### src/rtl/patch_reader.sv
// Streams one N x N patch from a synchronous-read patch store in raster order.
// A 2-entry output FIFO with read credit gives 1 pixel/cycle under backpressure.
module patch_reader #(
    parameter int DW = 10,
    parameter int N = 16,
    localparam int LW = $clog2(N),
    localparam int AW = 2 * LW
) (
    input  logic          i_clk,
    input  logic          i_rst,
    input  logic          i_start,
    output logic          o_rd_en,
    output logic [AW-1:0] o_rd_addr,
    input  logic [DW-1:0] i_rd_R,
    input  logic [DW-1:0] i_rd_G,
    input  logic [DW-1:0] i_rd_B,
    output logic [DW-1:0] o_R,
    output logic [DW-1:0] o_G,
    output logic [DW-1:0] o_B,
    output logic [LW-1:0] o_x,
    output logic [LW-1:0] o_y,
    output logic          o_valid,
    input  logic          i_ready,
    output logic          o_last,
    output logic          o_busy,
    output logic          o_done
);

    localparam int EW = 3 * DW + AW;

    typedef enum logic [1:0] {
        IDLE,
        RUN,
        DONE
    } state_t;

    state_t state, state_nx;

    logic [AW-1:0] addr;
    logic          all_issued;
    logic          infl;
    logic [AW-1:0] infl_addr;
    logic [1:0]    occ;
    logic [EW-1:0] e0, e1;
    logic [EW-1:0] din;
    logic [2:0]    credit;
    logic          valid;
    logic          pop;
    logic          push;
    logic          issue;
    logic          head_last;
    logic          start_acc;

    assign valid     = (occ != 2'd0);
    assign pop       = valid & i_ready;
    assign push      = infl;
    assign head_last = &e0[AW-1:0];
    assign start_acc = (state == IDLE) & i_start;
    assign din       = {i_rd_R, i_rd_G, i_rd_B, infl_addr};

    // Entries already buffered plus the one landing now must leave room.
    assign credit = {1'b0, occ} + {2'b00, infl} - {2'b00, pop};

    always_comb begin
        issue = 1'b0;
        if (state == RUN && !all_issued && credit < 3'd2)
            issue = 1'b1;
    end

    always_comb begin
        state_nx = state;
        case (state)
            IDLE: if (i_start) state_nx = RUN;
            RUN:  if (pop && head_last) state_nx = DONE;
            DONE: state_nx = IDLE;
            default: state_nx = IDLE;
        endcase
    end

    always_ff @(posedge i_clk) begin
        if (i_rst)
            state <= IDLE;
        else
            state <= state_nx;
    end

    always_ff @(posedge i_clk) begin
        if (i_rst) begin
            addr       <= '0;
            all_issued <= 1'b0;
        end else if (start_acc) begin
            addr       <= '0;
            all_issued <= 1'b0;
        end else if (issue) begin
            if (&addr)
                all_issued <= 1'b1;
            else
                addr <= addr + AW'(1);
        end
    end

    always_ff @(posedge i_clk) begin
        if (i_rst) begin
            infl      <= 1'b0;
            infl_addr <= '0;
        end else begin
            infl <= issue;
            if (issue)
                infl_addr <= addr;
        end
    end

    // Head lives in e0; e1 only ever holds the entry behind it.
    always_ff @(posedge i_clk) begin
        if (i_rst) begin
            occ <= 2'd0;
            e0  <= '0;
            e1  <= '0;
        end else begin
            case ({push, pop})
                2'b10: begin
                    if (occ == 2'd0)
                        e0 <= din;
                    else
                        e1 <= din;
                    occ <= occ + 2'd1;
                end
                2'b01: begin
                    e0  <= e1;
                    occ <= occ - 2'd1;
                end
                2'b11: begin
                    if (occ == 2'd1) begin
                        e0 <= din;
                    end else begin
                        e0 <= e1;
                        e1 <= din;
                    end
                end
                default: ;
            endcase
        end
    end

    assign o_rd_en   = issue & ~i_rst;
    assign o_rd_addr = i_rst ? '0 : addr;
    assign o_valid   = valid & ~i_rst;
    assign o_last    = valid & head_last & ~i_rst;
    assign o_R       = i_rst ? '0 : e0[EW-1 -: DW];
    assign o_G       = i_rst ? '0 : e0[EW-DW-1 -: DW];
    assign o_B       = i_rst ? '0 : e0[EW-2*DW-1 -: DW];
    assign o_y       = i_rst ? '0 : e0[AW-1:LW];
    assign o_x       = i_rst ? '0 : e0[LW-1:0];
    assign o_busy    = (state != IDLE) & ~i_rst;
    assign o_done    = (state == DONE) & ~i_rst;

endmodule

### config.mk
export PLATFORM = sky130hd
export DESIGN_NAME = patch_reader
export DESIGN_NICKNAME = d
export VERILOG_FILES = /design/src/rtl/patch_reader.sv
export SDC_FILE = /design/constraint.sdc
export NUM_CORES = 1
export LEC_CHECK = 0
export BUFFER_PORTS_ARGS = -buffer_cell sky130_fd_sc_hd__buf_2
export CORE_UTILIZATION = 40
export DETAILED_ROUTE_END_ITERATION = 10
export SYNTH_ARGS = -nofsm -noshare
export SYNTH_HDL_FRONTEND = slang
export SYNTH_SLANG_ARGS = --single-unit
export TNS_END_PERCENT = 5
### constraint.sdc
create_clock -name i_clk -period 4.7 [get_ports i_clk]
set_clock_uncertainty 0.1 [all_clocks]
set_input_delay 0.705 -clock i_clk [delete_from_list [all_inputs] [get_ports i_clk]]
set_output_delay 0.705 -clock i_clk [all_outputs]
set_load 0.01 [all_outputs]
Word-level counts from Yosys, hierarchy flattened
Index checks and enable logic that the tools add are counted.

Add/sub/neg operators: 5. Eq/ne operators: 11. Bitwise operators: 10. $lt $le $gt $ge: 1. Mux-type cells: 17. Reductions and logical operators: 19.

Operator list (count): $mux W38 (4); $pmux W38 S3 (1); $pmux W38 S2 (1); $mux W10 (3); $reduce_and A8 Y1 (2); $reduce_and A9 Y1 (1); $add A8 B1 Y8 const B (1); $and A1 B1 Y1 (8); $mux W4 (2); $mux W8 (1); $ne A2 B2 Y1 const B (4); $pmux W2 S2 (2); $reduce_bool A2 Y1 (4); $eq A2 B1 Y1 const B (3); $eq A2 B2 Y1 const B (3); $reduce_and A2 Y1 (3); $logic_not A2 Y1 (2); $mux W2 (2); $add A2 B1 Y3 (1); $logic_and A1 B1 Y1 (3); $lt A3 B2 Y1 const B (1); $reduce_and A3 Y1 (1); $reduce_bool A3 Y1 (1); $sub A3 B1 Y3 (1); other kinds (7) (8).

Register bits: 98. Word-level logic and storage cells: 71.

Depth between registers and ports, before layout
Depth after elaboration: 7. Mapped depth: 13.

Least setup slack after synthesis
OpenSTA, ideal clock, no wires.

Path kind: reg2out. Start point: register occ[1]. End point: output port o_rd_en. Cell stages (with the launch flop): 13. Arrival: 2515 ps. Slack: 1380 ps. Path buffers: 2. Cell sequence: dfxtp_1 > inv_1 > ha_1 > nand2b_1 > buf_4 > xnor2_1 > and2_1 > inv_1 > fa_1 > and4bb_1 > nand2_1 > clkbuf_1 > nor2_1.

Word-level cells in the longest chain between the ends: 7.

RTL lines: start, declared (RTL line 43) `logic [1:0] occ;`; start signal, assigned (RTL line 126) `occ <= occ + 2'd1;`; start signal, assigned (RTL line 130) `occ <= occ - 2'd1;`; branches (longest 2 deep; another with $add A2 B1 Y3); $sub A3 B1 Y3 (*) (RTL line 62) `assign credit = {1'b0, occ} + {2'b00, infl} - {2'b00, pop};`; $lt A3 B2 Y1 (*) (RTL line 66) `if (state == RUN && !all_issued && credit < 3'd2)`; $logic_and A1 B1 Y1 (*) (RTL line 66); $mux W1 (*) (RTL line 66); $and A1 B1 Y1 (*) (RTL line 145) `assign o_rd_en = issue & ~i_rst;`; end, declared (RTL line 12) `output logic o_rd_en,`.

Every way passes the cells marked *.

Worst setup path in the final report
Ends and elaborated chain as after synthesis.

==> impl_metrics.csv <==
group,metric,value,unit
run_status,outcome,"complete, no violations",
setup_path,path_buf_inv,3,
timing,finalHoldViolCount,0,
synth,synth.avg_cell_area,8.36,µm²
synth,yosys-top-cells-area,"dfxtp_1, mux2i_1, nand2_1",
timing,max_freq,244,MHz
global_routing,antenna_found_initial,0,
setup_path,rr_startpoint,"occ[1]",
floorplan,die-area,0.0113,mm²
timing,max_slew_margin,0.513,
floorplan,die_y,106,µm
min_path,min_from,"e1[0]",
clocking,post_cts_buffers,0,
timing,period_share,0.871,
timing,worst_pin_slew,0.728,ns
routing,vias,3671,
min_path,min_path_type,"register to register",
run,cap_violations,0,
clocking,holdBufCountCts,0,
clocking,clkTransAtPathRegs,0.09,ns
power,leakage,0.00210,µW
synth,synth_edf_count,0,
global_routing,grt_overflow,0,
placed_design,hpwl,6.22,mm
timing,fin_tns_setup,0,ns
routing,vias_per_cell,5.08,
synth,ys_warn_count,0,
setup_path,rr_worst_depth,11,
clocking,clkSinkCount,98,
synth,synth_nets,558,
setup_path,slowest_stage,"fa_1",
synth,synth_most_common_cell,"nand2_1",
clocking,cts_tree,"yes",
synth,ys_ff_latch,98,
synth,synth_area,0.00435,mm²
setup_path,crit_path_end_kind,"output pin",
routing,postRouteWirelength,9.65,mm
clocking,post_cts_resized,0,
setup_path,crit_chain,"inv_1 -> ha_1 -> nand2b_1 -> xnor2_1 -> and2_1 -> inv_1 -> fa_1 -> and4bb_1 -> nand2_1 -> nor2_1 -> buf_2",
setup_path,worstPathMaxFanout,13,
setup_path,path_class,"register to output pin",
floorplan,rows,37,
power,p_per_area,533,mW/mm²
layout,nNetsFinal,620,
floorplan,initial_core_util,0.417,
routing,dr.pass1.iters,6,
synth,synth_top_area_frac,0.451,
routing,met2WireLength,4.61,mm
setup_path,cp.required,3.89,ns
global_routing,grt_start_max_net_pins,80,
clocking,root_buffer,"clkbuf_8",
setup_path,cpPeakStageDelay,0.50,ns
floorplan,fp.dieW,106,µm
floorplan,io_pins,85,
clocking,insertion_delay,0.35,ns
clocking,clockBufferDepth,2,
timing,rsz0062_at_grt,"false",
routing,route.met3.wl,390,µm
synth,synth_commonest_cells,"nand2_1, dfxtp_1, nor2_1",
synth,ys_seq_area_frac,0.451,
setup_path,crit_family,"simple AND/OR/NAND/NOR gates",
layout,layout-drive-gt1-share,0.188,
min_path,worstHoldPathCells,2,
routing,routedWlPerCell,13.4,µm
synth,synth.largest_area_cell,"dfxtp_1",
min_path,hold_end,"e1[0]",
setup_path,worst_ep_arrival_time,3.29,ns
global_routing,grt_first_pass_wirelength,16.0,mm
layout,multi_input_area,0.00221,mm²
synth,synthArstFlopShare,0,
layout,seqCellArea,0.00196,mm²
routing,antenna_left,0,
setup_path,r2r-end,"addr[4]",
placed_design,portBuffers,84,
layout,syn_to_final_growth,15.1,%
routing,drc_errors,0,
layout,utilization,0.480,
routing,drt_iter0_drc,99,
setup_path,start_kind,"register",
global_routing,grtUsageTotal,0.177,
setup_path,r2r_setup_slack,1.29,ns
global_routing,grt_pass1_vias,3379,
layout,num-fill-cells,1088,
setup_path,crit_path_frequent_cell,"inv_1",
power,ir_worst_vdd,0.000281,V
timing,final_max_slew_viol_count,0,
synth,synth.distinct_cells,40,
routing,highest_layer,"met4",
layout,n_antenna_cell,0,
timing,period_needed,4.10,ns
floorplan,coreArea,0.0104,mm²
routing,met1_length,4.48,mm
synth,syn_inst,520,
placed_design,gp_congestion,0.791,
timing,setup_viol,0,
synth,ys.flop_type,"dfxtp_1",
clocking,cts_max_level,3,
clocking,cts_buffers,9,
==> layout by cell type (no fill, tap or decap), drive strengths merged, types with 5 or more instances in the layout <==
master  netlist  layout
clkbuf       26      12
a211oi       40      40
a21oi        51      51
nor2b        45      45
inv           5       5
nor3          6       6
nand2        99      99
nor2         52      52
mux2i        38      38
buf          12      89
dfxtp        98      98
nand3         6       6
o21ai         5       5
==> area by class of cell <==
class | count | share of cell area
Clock buffer | 12 | 0.0310
Clock inverter | 3 | 0.00300
Inverter | 5 | 0.00375
Multi-Input combinational cell | 379 | 0.441
Sequential cell | 98 | 0.392
Tap cell | 136 | 0.0340
Timing Repair Buffer | 89 | 0.0946
==> flip-flops by register name, indices dropped and copies added (netlist names) <==
register,count
state,2
infl_addr,8
occ,2
addr,8
e0,38
infl,1
all_issued,1
e1,38
==> worst reg2reg max path, cell delays in order, from the launching register on <==
cell	delay, ns
dfxtp_1	0.45
inv_1	0.10
ha_1	0.29
nand2b_1	0.33
xnor2_1	0.25
and2_1	0.18
inv_1	0.05
fa_1	0.50
nand4bb_1	0.16
or3_4	0.44
or3_1	0.35
a21oi_1	0.14
==> report_power, final <==
part	switching, µW	total [µW]	internal, µW	leakage (µW)
Sequential	111	1140	1030	0.000797
Clock	274	491	217	0.0000920
Combinational	605	1030	428	0.00121
Total	991	2660	1670	0.00210
==> routing by layer <==
layer | track usage | vias up
met5 | 0 | -
met4 | 0.0764 | 0
met3 | 0.0368 | 13
met2 | 0.289 | 70
met1 | 0.224 | 1699
li1 | - | 1889
==> worst max-delay path by stage <==
stage / startpoint / endpoint / slack, ns / cells past startpoint
4_1_cts: occ[1] / o_rd_en / 0.59 / 11
6_report: occ[1] / o_rd_en / 0.60 / 11
2_1_floorplan: occ[1] / o_rd_en / 1.38 / 12
5_1_grt: occ[1] / o_rd_en / 0.29 / 11
3_5_place_dp: occ[1] / o_rd_en / 0.99 / 11
3_3_place_gp: occ[1] / o_rd_en / 1.10 / 11
==> cell families after synthesis <==
group,share of synthesized area
muxes,0.0875
xor gates and xnor gates,0.00806
adders and majority gates,0.0132
buffers and inverters,0.0446
AOI/OAI and AO/OA,0.151
DFF,0.451
and+or+nand+nor,0.244
==> per-stage QoR <==
stage               setup WS [ns]  power [µW]  area, µm²  hold slack [ns]  instances
floorplan                    1.38        1950       4350            0.336        520
global placement             1.10        2180       4830            0.341        707
detailed placement          0.985        2210       4830            0.346        707
CTS                         0.588        2700       5000            0.359        722
global route                0.295        2880       5000            0.373        722
finish                      0.604        2660       5000            0.357        722
No activity file was read; power rests on OpenSTA's default activity.
